`config.mk`:
```
export PLATFORM = sky130hd
export DESIGN_NAME = seq_detect_prog
export DESIGN_NICKNAME = d
export VERILOG_FILES = /design/src/rtl/seq_detect_prog.sv
export SDC_FILE = /design/constraint.sdc
export NUM_CORES = 1
export LEC_CHECK = 0
export CORE_ASPECT_RATIO = 1.1
export CORE_MARGIN = 4
export CORE_UTILIZATION = 51
export CTS_CLUSTER_SIZE = 24
export DETAILED_ROUTE_END_ITERATION = 6
export PLACE_DENSITY = 0.71
export SKIP_LAST_GASP = 1
export SYNTH_ARGS = -nofsm -noshare
export SYNTH_HDL_FRONTEND = slang
export SYNTH_SLANG_ARGS = --single-unit
```
`constraint.sdc`:
```
create_clock -name clk -period 4.8 [get_ports clk]
set_input_delay 0.96 -clock clk [delete_from_list [all_inputs] [get_ports clk]]
set_output_delay 0.96 -clock clk [all_outputs]
set_load 0.01 [all_outputs]
```
`src/rtl/seq_detect_prog.sv`:
```
`default_nettype none
// seq_detect_prog: runtime-programmable serial bit-pattern detector with
// overlap/non-overlap matching, saturating match counter and prefix progress.
module seq_detect_prog #(
  parameter int                 MAX_LEN     = 8,
  parameter int                 CNT_W       = 8,
  parameter int                 DEF_LEN     = 5,
  parameter logic [MAX_LEN-1:0] DEF_PATTERN = MAX_LEN'('b10101),
  localparam int                LW          = $clog2(MAX_LEN + 1)
) (
  input  logic               clk,
  input  logic               clr,
  input  logic               cfg_we,
  input  logic [LW-1:0]      cfg_len,
  input  logic [MAX_LEN-1:0] cfg_pattern,
  input  logic               overlap_en,
  input  logic               din_valid,
  input  logic               din,
  input  logic               cnt_clr,
  output logic               match,
  output logic [CNT_W-1:0]   match_count,
  output logic [LW-1:0]      progress,
  output logic               cfg_err
);

  localparam logic [LW-1:0]      LEN_MAX = LW'(MAX_LEN);
  localparam logic [MAX_LEN-1:0] ONES    = '1;

  logic [MAX_LEN-1:0] hist;
  logic [MAX_LEN-1:0] pattern;
  logic [LW-1:0]      fill;
  logic [LW-1:0]      len;

  logic               cfg_ok;
  logic               accept;
  logic               hit;
  logic [MAX_LEN-1:0] hist_next;
  logic [MAX_LEN-1:0] len_mask;
  logic [LW-1:0]      fill_inc;
  logic [LW-1:0]      fill_after;
  logic [LW-1:0]      prog_next;

  assign cfg_ok     = cfg_we && (cfg_len != '0) && (cfg_len <= LEN_MAX);
  // A legal config load claims the cycle, so any din sampled with it is dropped.
  assign accept     = din_valid && !cfg_ok;
  assign hist_next  = {hist[MAX_LEN-2:0], din};
  assign fill_inc   = (fill == LEN_MAX) ? fill : fill + 1'b1;
  assign len_mask   = ONES >> (MAX_LEN - int'(len));
  assign hit        = (fill_inc >= len) && (((hist_next ^ pattern) & len_mask) == '0);
  assign fill_after = (hit && !overlap_en) ? '0 : fill_inc;

  // Longest proper prefix of the pattern that the newest history bits end with.
  always_comb begin
    prog_next = '0;
    for (int k = 1; k < MAX_LEN; k++) begin
      if ((k < int'(len)) && (k <= int'(fill_after)) &&
          (((hist_next ^ (pattern >> (int'(len) - k))) & (ONES >> (MAX_LEN - k))) == '0))
        prog_next = LW'(k);
    end
  end

  always_ff @(posedge clk or posedge clr) begin
    if (clr) begin
      hist        <= '0;
      fill        <= '0;
      progress    <= '0;
      match       <= 1'b0;
      match_count <= '0;
      cfg_err     <= 1'b0;
      len         <= LW'(DEF_LEN);
      pattern     <= DEF_PATTERN;
    end else begin
      match   <= accept && hit;
      cfg_err <= cfg_we && !cfg_ok;

      if (cnt_clr)
        match_count <= (accept && hit) ? CNT_W'(1) : '0;
      else if (accept && hit && !(&match_count))
        match_count <= match_count + 1'b1;

      if (cfg_ok) begin
        len      <= cfg_len;
        pattern  <= cfg_pattern;
        fill     <= '0;
        progress <= '0;
      end else if (din_valid) begin
        hist     <= hist_next;
        fill     <= fill_after;
        progress <= prog_next;
      end
    end
  end

endmodule
`default_nettype wire

```
==> results of run 1 <==
==> cell usage in the layout (no fill, tap or decap), types with 6 or more instances in the layout <==
cell type and count:
a21oi_1 28, and2_1 6, clkdlybuf4s50_1 31, dfrtp_1 31, ha_1 22, inv_1 20
mux2_2 22, mux2i_1 22, mux4_2 10, nand2_1 56, nand2b_1 9, nand3_1 13
nand4_1 9, nor2_1 34, nor2b_1 6, nor3_1 9, o21ai_0 25, xnor2_1 20
xor2_1 8
==> state kept, by name, summed over array words and instances, names as in the netlist <==
name and count:
fill 4, len 4, match_count 8, match 1, pattern 8, progress 3, hist 7, cfg_err 1
==> path summary, 6_finish.rpt <==
check                            from          end  slack (ps)  depth (start not counted)
max in group asynchronous         clr   pattern[2]        3370                          3
min reg2reg                pattern[0]   pattern[0]         550                          2
min                        pattern[0]   pattern[0]         550                          2
min in group asynchronous         clr      cfg_err        1070                          3
max reg2reg                    len[1]  progress[0]         730                         10
max                            len[1]  progress[0]         730                         10
==> logic make-up after synthesis <==
family,synth area share [%]
mux,16.6
fa+ha+maj,6.36
flops,21.0
buf+inv,7.78
simple gates,19.8
compound gates,21.7
other cells,0.0867
xor+xnor,6.68
==> worst max-delay path: cells and delay by family, from the launching register on <==
kind,cells,cell delay (ps)
buf+inv,1,310
fa+ha+maj,1,850
flops,1,840
simple gates,2,600
mux,1,350
compound gates,5,1030
==> per-stage QoR <==
step           utilization (%)  setup WS, ps
3_3_place_gp              56.3           909
2_1_floorplan                -          1440
6_report                  57.4           726
4_1_cts                   57.4           795
3_5_place_dp              56.3           831
5_1_grt                   57.4           519
==> power groups by stage <==
| stage | clock network, mW | registers, mW | logic (mW) |
|---|---|---|---|
| CTS | 0.231 | 0.493 | 1.04 |
| finish | 0.226 | 0.499 | 1.06 |
| global route | 0.244 | 0.508 | 1.16 |
| global placement | 0 | 0.495 | 1.02 |
| floorplan | 0 | 0.409 | 0.891 |
| detailed placement | 0 | 0.498 | 1.04 |
==> area by class of cell <==
class | count | share of cell area, %
inverter | 23 | 1.86
timing repair buffer | 35 | 7.34
clock inverter | 2 | 0.351
multi-input combinational | 413 | 66.4
sequential | 36 | 19.6
clock buffer | 6 | 1.56
tap | 108 | 2.91
==> per-layer routing <==
layer  routed length, um  up-vias
met3                1030       35
met1                5210     1897
met5                   0        -
met2                5590      227
met4                 360        0
li1                    -     1874
==> flow_summary.json, run 1 <==
{
  "seq_area_um2": 907,
  "drive_gt1_share_pct": 13.0,
  "p_total_mw": 1.79,
  "fin_cells": 623,
  "drt_iter0_drc": 523,
  "async_flop_share_pct": 100,
  "rows": 34,
  "grt_max_degree": 47,
  "setup_tns_ps": 0,
  "postSynthCellCount": 509,
  "period_minus_slack_ps": 4070,
  "p_seq_share_pct": 27.9,
  "finalInstanceArea_mm2": 0.00464,
  "syn_nets": 550,
  "gr-total-overflow": 0,
  "synth_top_area_share_pct": 17.9,
  "cellPowerDensity_mw_per_mm2": 386,
  "worst_pin_slew_ps": 768,
  "ys_seq_elements": 36,
  "vdd_drop_max_mv": 0.249,
  "clkTransAtPathRegs_ps": 80,
  "cts_tree": "yes",
  "drv_cap": 0,
  "synth.distinct_cells": 80,
  "port-buffer-count": 31,
  "p_clk_share_pct": 12.6,
  "grt_usage_pct": 24.9,
  "htreeDepth": 2,
  "die-area_mm2": 0.0100,
  "rsz0062_at_grt": "no",
  "holdCritPathClass": "register to register",
  "nFillCells": 749,
  "post_drt_wl_per_cell_um": 19.6,
  "cts_resized": 0,
  "endpoint_kind": "register",
  "hold_ws_ps": 548,
  "ant_nets": 0,
  "combPwrFrac_pct": 59.5,
  "grt_pass1_vias": 3795,
  "switching_share_pct": 48.0,
  "start_kind": "register",
  "firstDrtPassIters": 5,
  "netlist_area_mm2": 0.00433,
  "cts_num_sinks": 36,
  "internal_power_mw": 0.930,
  "gp_congestion": 0.942,
  "grt.busiest_layer": "met2",
  "finalMaxSlewViolations": 0,
  "area_growth_pct": 7.26,
  "p_switching_mw": 0.860,
  "ys_dominant_reg_cell": "dfrtp_1",
  "yosysSeqAreaShare_pct": 21.0,
  "dp_hpwl_mm": 8.71,
  "fin_nets": 555,
  "crit_type": "register to register",
  "die_w_um": 95.8,
  "slowest_stage": "ha_1",
  "grt_pass1_wl_mm": 19.7,
  "cp.arrival_ps": 4300,
  "max_freq_ghz": 0.245,
  "fin_worst_skew_ps": 6.63,
  "diodes": 0,
  "synth.most_common_cell": "nand2_1",
  "synth_area_leaders": "dfrtp_1 (18%), ha_1 (6.4%), mux2_2 (5.7%)",
  "ys_top_cells_by_count": "nand2_1 (56), nor2_1 (34), dfrtp_1 (31)",
  "place_area_mm2": 0.00455,
  "crit_required_ps": 5030,
  "relSlewSlack_pct": 48.5,
  "cts_buffers": 5,
  "synth-edff-count": 0,
  "use_met1_pct": 36.3,
  "hold_buffers": 0,
  "clockBufferDepth": 2,
  "crit_path_max_fanout": 23,
  "insertion_delay_ps": 300,
  "finalCritPeriodShare_pct": 84.9,
  "multiInputGateArea_mm2": 0.00308,
  "drc_errors": 0,
  "pin_count": 33,
  "post-cts-setup-buffers": 0,
  "yosys_warnings": 0,
  "via_per_inst": 6.47,
  "finalSetupViolCount": 0,
  "ctsRootBufferMaster": "clkbuf_8",
  "syn_avg_cell_area_um2": 8.50,
  "cp_cell_sequence": "inv_2 > ha_1 > mux4_2 > or3b_2 > a22o_1 > a211oi_1 > nand4_1 > o41ai_1 > a22oi_1 > o21ai_1",
  "hold_violations": 0,
  "status": "completed",
  "coreArea_mm2": 0.00808,
  "power_leakage_nw": 1.80,
  "die_h_um": 105,
  "vias": 4033,
  "initial_core_util_pct": 53.5,
  "synth_largest_area_cell": "dfrtp_1",
  "grt_use_met2_pct": 37.4,
  "grtUsageMet3_pct": 4.31,
  "dp.cells": 615,
  "wl_mm": 12.2,
  "antenna_found_initial": 0,
  "cpPeakStageDelay_ps": 850
}
Power figures use the tool's default switching activity.
==> run 2, diff against run 1 <==
==> constraint.sdc (replaced) <==
create_clock -name clk -period 3.9 [get_ports clk]
set_input_delay 0.78 -clock clk [delete_from_list [all_inputs] [get_ports clk]]
set_output_delay 0.78 -clock clk [all_outputs]
set_load 0.01 [all_outputs]
==> run 2 against run 1 <==
Against the previous run:
- non-clock buffer count up 7
- cell count up 1.1%
- maximum frequency up 20%
- sequential cell count unchanged
- wire length up 2.8%
- via count up 1.9%
- worst setup slack worse by 230 ps
- combinational power up 27%
- die area unchanged
- critical path type unchanged
- highest routed layer unchanged
==> flow_summary.json, run 2 (same netlist as run 1, synthesis figures left out) <==
{
  "drive_gt1_share_pct": 14.4,
  "rrSetupSlack_ps": 500,
  "drt_iter0_drc": 331,
  "power_leakage_nw": 1.85,
  "top_regs": "match_count: 8 flops, pattern: 8 flops, hist: 7 flops",
  "ant_nets": 0,
  "antenna_found_initial": 0,
  "cts_tree": "yes",
  "gp_congestion": 0.984,
  "dp_hpwl_mm": 9.24,
  "drv_cap": 0,
  "diodes": 0,
  "finalSetupViolCount": 0,
  "die-area_mm2": 0.0100,
  "nFillCells": 739,
  "relSlewSlack_pct": 49.2,
  "final_common_cell": "nand2_1",
  "status": "completed",
  "endpoint_kind": "register",
  "hold_buffers": 0,
  "clockBufferDepth": 2,
  "insertion_delay_ps": 300,
  "cts_buffers": 5,
  "cellPowerDensity_mw_per_mm2": 487,
  "max_freq_ghz": 0.294,
  "fin_nets": 562,
  "cts_num_sinks": 36,
  "drc_errors": 0,
  "finalMaxSlewViolations": 0,
  "ctsRootBufferMaster": "clkbuf_8",
  "clkTransAtPathRegs_ps": 90,
  "period_minus_slack_ps": 3400,
  "grt_pass1_vias": 3870,
  "hold_ws_ps": 559,
  "vias": 4108,
  "coreArea_mm2": 0.00808,
  "hold_violations": 0,
  "vdd_drop_max_mv": 0.241,
  "fin_worst_skew_ps": 7.72,
  "cts_resized": 0,
  "crit_required_ps": 4080,
  "rows": 34,
  "htreeDepth": 2,
  "post_drt_wl_per_cell_um": 19.9,
  "rsz0062_at_grt": "no",
  "worst_pin_slew_ps": 759,
  "via_per_inst": 6.52,
  "layout_common_cells": "nand2_1 (56), nor2_1 (34), dfrtp_1 (31), clkdlybuf4s50_1 (31), a21oi_1 (28)",
  "finalCritPeriodShare_pct": 87.2,
  "start_kind": "register",
  "setup_tns_ps": 0,
  "wl_mm": 12.5,
  "crit_type": "register to register",
  "gr-total-overflow": 0,
  "crit_path_max_fanout": 15,
  "firstDrtPassIters": 6,
  "grt_pass1_wl_mm": 20.0,
  "initial_core_util_pct": 53.5,
  "holdCritPathClass": "register to register",
  "port-buffer-count": 31,
  "p_total_mw": 2.30,
  "fin_cells": 630,
  "dp.cells": 622,
  "die_w_um": 95.8,
  "post-cts-setup-buffers": 0,
  "grt_max_degree": 48,
  "area_growth_pct": 9.00,
  "die_h_um": 105,
  "grt_usage_pct": 25.4,
  "pin_count": 33,
  "cp.arrival_ps": 3590
}
-- run 2: worst paths after layout --
path / from / to / cells past startpoint
max reg2reg: len[2] / progress[0] / 11
max in group asynchronous: clr / pattern[2] / 3
min in group asynchronous: clr / progress[2] / 3
min: pattern[0] / pattern[0] / 2
min reg2reg: pattern[0] / pattern[0] / 2
max: len[2] / progress[0] / 11
-- run 2: per-stage QoR --
step                      cell area (um2)  worst slack [ps]  utilization (%)
after floorplan                      4330               538                -
after global routing                 4710               307             58.3
after global placement               4600               610             57.0
final                                4710               498             58.3
after CTS                            4710               522             58.3
after detailed placement             4600               540             57.0
-- run 2: routing by layer --
metal  global-route usage [%]  part of all wire, %  vias up
li1                         -                    -     1901
met1                     35.5                   43     1975
met2                     38.8                   46      198
met3                     5.97                  8.4       34
met4                     8.03                  2.6        0
met5                        0                    0        -
-- run 2: power breakdown --
group	total [mW]	switching, mW	internal [mW]	leakage (nW)
combinational	1.35	0.758	0.593	1.33
clock	0.343	0.153	0.189	0.0541
sequential	0.603	0.161	0.442	0.459
total	2.30	1.07	1.22	1.85
-- run 2: critical path, stage by stage, from the launching register on --
cell and delay, ps:
dfstp_2 790, inv_2 250, ha_1 400, buf_4 210
mux2i_1 190, o21ai_0 100, o2bb2ai_1 180, nand2b_1 160
a211o_1 320, a221o_1 300, a311oi_1 260, o21ai_1 110
-- run 2: cell type report --
type                    count  area [um2]  area share, %
clock buffers               5        68.8           1.46
clock inverters             3        42.5          0.902
inverters                  23        86.3           1.83
multi-input cells         413        3080           65.4
flip-flops and latches     36         907           19.2
well taps                 108         135           2.87
repair buffers             42         393           8.33
==> run 3, diff against run 2 <==
--- a/config.mk
+++ b/config.mk
@@ -6,7 +6,6 @@
 export NUM_CORES = 1
 export LEC_CHECK = 0
 export CORE_ASPECT_RATIO = 1.1
-export CORE_MARGIN = 4
 export CORE_UTILIZATION = 51
 export CTS_CLUSTER_SIZE = 24
 export DETAILED_ROUTE_END_ITERATION = 6
==> run 3 against run 2 <==
Against the previous run:
- total power down 1.5%
- non-clock buffer count up 4
- die area down 12%
- sequential cell count unchanged
- worst setup slack worse by 77 ps
- hold slack worse by 7.1 ps
- via count about the same
- count of clock-buffer cells in the layout up 2
- critical endpoint unchanged
- largest cell class unchanged
==> flow_summary.json, run 3 (same netlist as run 1, synthesis figures left out) <==
{
  "fin_ws_ps": 421,
  "grt_pass1_wl_mm": 21.6,
  "insertion_delay_ps": 290,
  "multiInputGateArea_mm2": 0.00308,
  "rows": 34,
  "cts_num_sinks": 36,
  "finalMaxSlewViolations": 0,
  "cts_buffers": 5,
  "post_drt_wl_per_cell_um": 20.5,
  "drc_errors": 0,
  "pin_count": 33,
  "port-buffer-count": 31,
  "rsz0062_at_grt": "no",
  "worst_pin_slew_ps": 767,
  "grt_max_degree": 46,
  "finalSetupViolCount": 0,
  "finalCritPeriodShare_pct": 89.2,
  "cpPeakStageDelay_ps": 600,
  "period_minus_slack_ps": 3480,
  "ant_nets": 0,
  "initial_core_util_pct": 53.5,
  "status": "completed",
  "seq_area_um2": 907,
  "gp_congestion": 0.930,
  "via_per_inst": 6.48,
  "place_area_mm2": 0.00463,
  "hold_violations": 0,
  "endpoint_kind": "register",
  "grt_usage_pct": 30.7,
  "layout_common_cells": "nand2_1 (56), nor2_1 (34), dfrtp_1 (31), clkdlybuf4s50_1 (31), a21oi_1 (28)",
  "holdCritPathClass": "register to register",
  "ctsRootBufferMaster": "clkbuf_8",
  "slowest_stage": "a311oi_1",
  "cts_resized": 0,
  "dp_hpwl_mm": 9.49,
  "pre_cts_ws_ps": 536,
  "top_regs": "match_count: 8 flops, pattern: 8 flops, hist: 7 flops",
  "power_leakage_nw": 1.86,
  "crit_type": "register to register",
  "diodes": 0,
  "clockBufferDepth": 2,
  "gr-total-overflow": 0,
  "hold_buffers": 0,
  "vdd_drop_max_mv": 0.238,
  "die_w_um": 89.8,
  "drive_gt1_share_pct": 14.8,
  "crit_required_ps": 4070,
  "area_growth_pct": 9.29,
  "cellPowerDensity_mw_per_mm2": 478,
  "drt_iter0_drc": 328,
  "wl_mm": 13.0,
  "cp_common_cell": "a311oi_1",
  "vias": 4109,
  "start_kind": "register",
  "firstDrtPassIters": 5,
  "crit_path_max_fanout": 11,
  "drv_cap": 0,
  "die_h_um": 98.6,
  "antenna_found_initial": 0,
  "fin_worst_skew_ps": 1.94,
  "coreArea_mm2": 0.00808,
  "htreeDepth": 2,
  "fin_nets": 566,
  "post-cts-setup-buffers": 0,
  "cp_cell_sequence": "ha_1 > xor2_2 > mux2i_1 > mux2_2 > a21o_1 > a311oi_1 > nor3_1 > a311oi_1 > o21ai_1",
  "cts_tree": "yes",
  "finalInstanceArea_mm2": 0.00473,
  "die-area_mm2": 0.00885,
  "clkTransAtPathRegs_ps": 70,
  "cp.arrival_ps": 3650,
  "max_freq_ghz": 0.287,
  "relSlewSlack_pct": 48.7,
  "setup_tns_ps": 0,
  "final_common_cell": "nand2_1",
  "nFillCells": 756,
  "grt_pass1_vias": 4098
}
[run 3: cell count changes in the layout (fill, tap and decap cells not counted)]
cell	previous run	this run
bufinv_16	1	0
clkinv_2	1	0
buf_4	11	15
clkbuf_1	0	1
clkbuf_8	5	6
[run 3: cell type report]
type / instances / share of cell area, %
Multi-Input combinational cell: 413 / 65.2
Sequential cell: 36 / 19.2
Timing Repair Buffer: 46 / 8.95
Tap cell: 108 / 2.86
Clock buffer: 7 / 1.83
Inverter: 23 / 1.83
Clock inverter: 1 / 0.159
[run 3: path summary, 6_finish.rpt]
kind / start / to / slack (ps) / cells past startpoint
max in group asynchronous: clr / pattern[4] / 2650 / 3
hold reg to reg: hist[6] / hist[6] / 550 / 1
min in group asynchronous: clr / fill[1] / 890 / 3
setup / recovery: len[0] / progress[0] / 420 / 9
setup reg to reg: len[0] / progress[0] / 420 / 9
hold / removal: hist[6] / hist[6] / 550 / 1
[run 3: worst max-delay path, delay by kind of cell (launching register included)]
kind / cells / cell delay [ps]
adder cells (fa/ha/maj): 1 / 370
AND/OR/NAND/NOR: 1 / 110
multiplexers: 2 / 550
flip-flops: 1 / 570
XOR/XNOR: 1 / 530
AO/OA/AOI/OAI: 4 / 1210
[run 3: per-layer routing]
metal,vias up,wire length (um),share of wire [%],global-route usage (%)
met1,2013,5560,43,39.9
met2,158,6280,48,51.7
met5,-,0,0,0
met4,0,424,3.3,13.5
li1,1904,-,-,-
met3,34,713,5.5,3.78
[run 3: through the flow]
| stage | power (mW) | utilization (%) | hold slack [ps] | instances |
|---|---|---|---|---|
| after detailed placement | 1.95 | 57.3 | 535 | 626 |
| after CTS | 2.24 | 58.5 | 548 | 634 |
| after floorplan | 1.60 | - | 472 | 509 |
| final | 2.26 | 58.5 | 552 | 634 |
| after global routing | 2.43 | 58.5 | 586 | 634 |
| after global placement | 1.92 | 57.3 | 514 | 626 |
[run 3: power breakdown]
| part | switching, mW | internal [mW] |
|---|---|---|
| registers | 0.139 | 0.442 |
| logic | 0.788 | 0.606 |
| clock network | 0.142 | 0.144 |
| total | 1.07 | 1.19 |
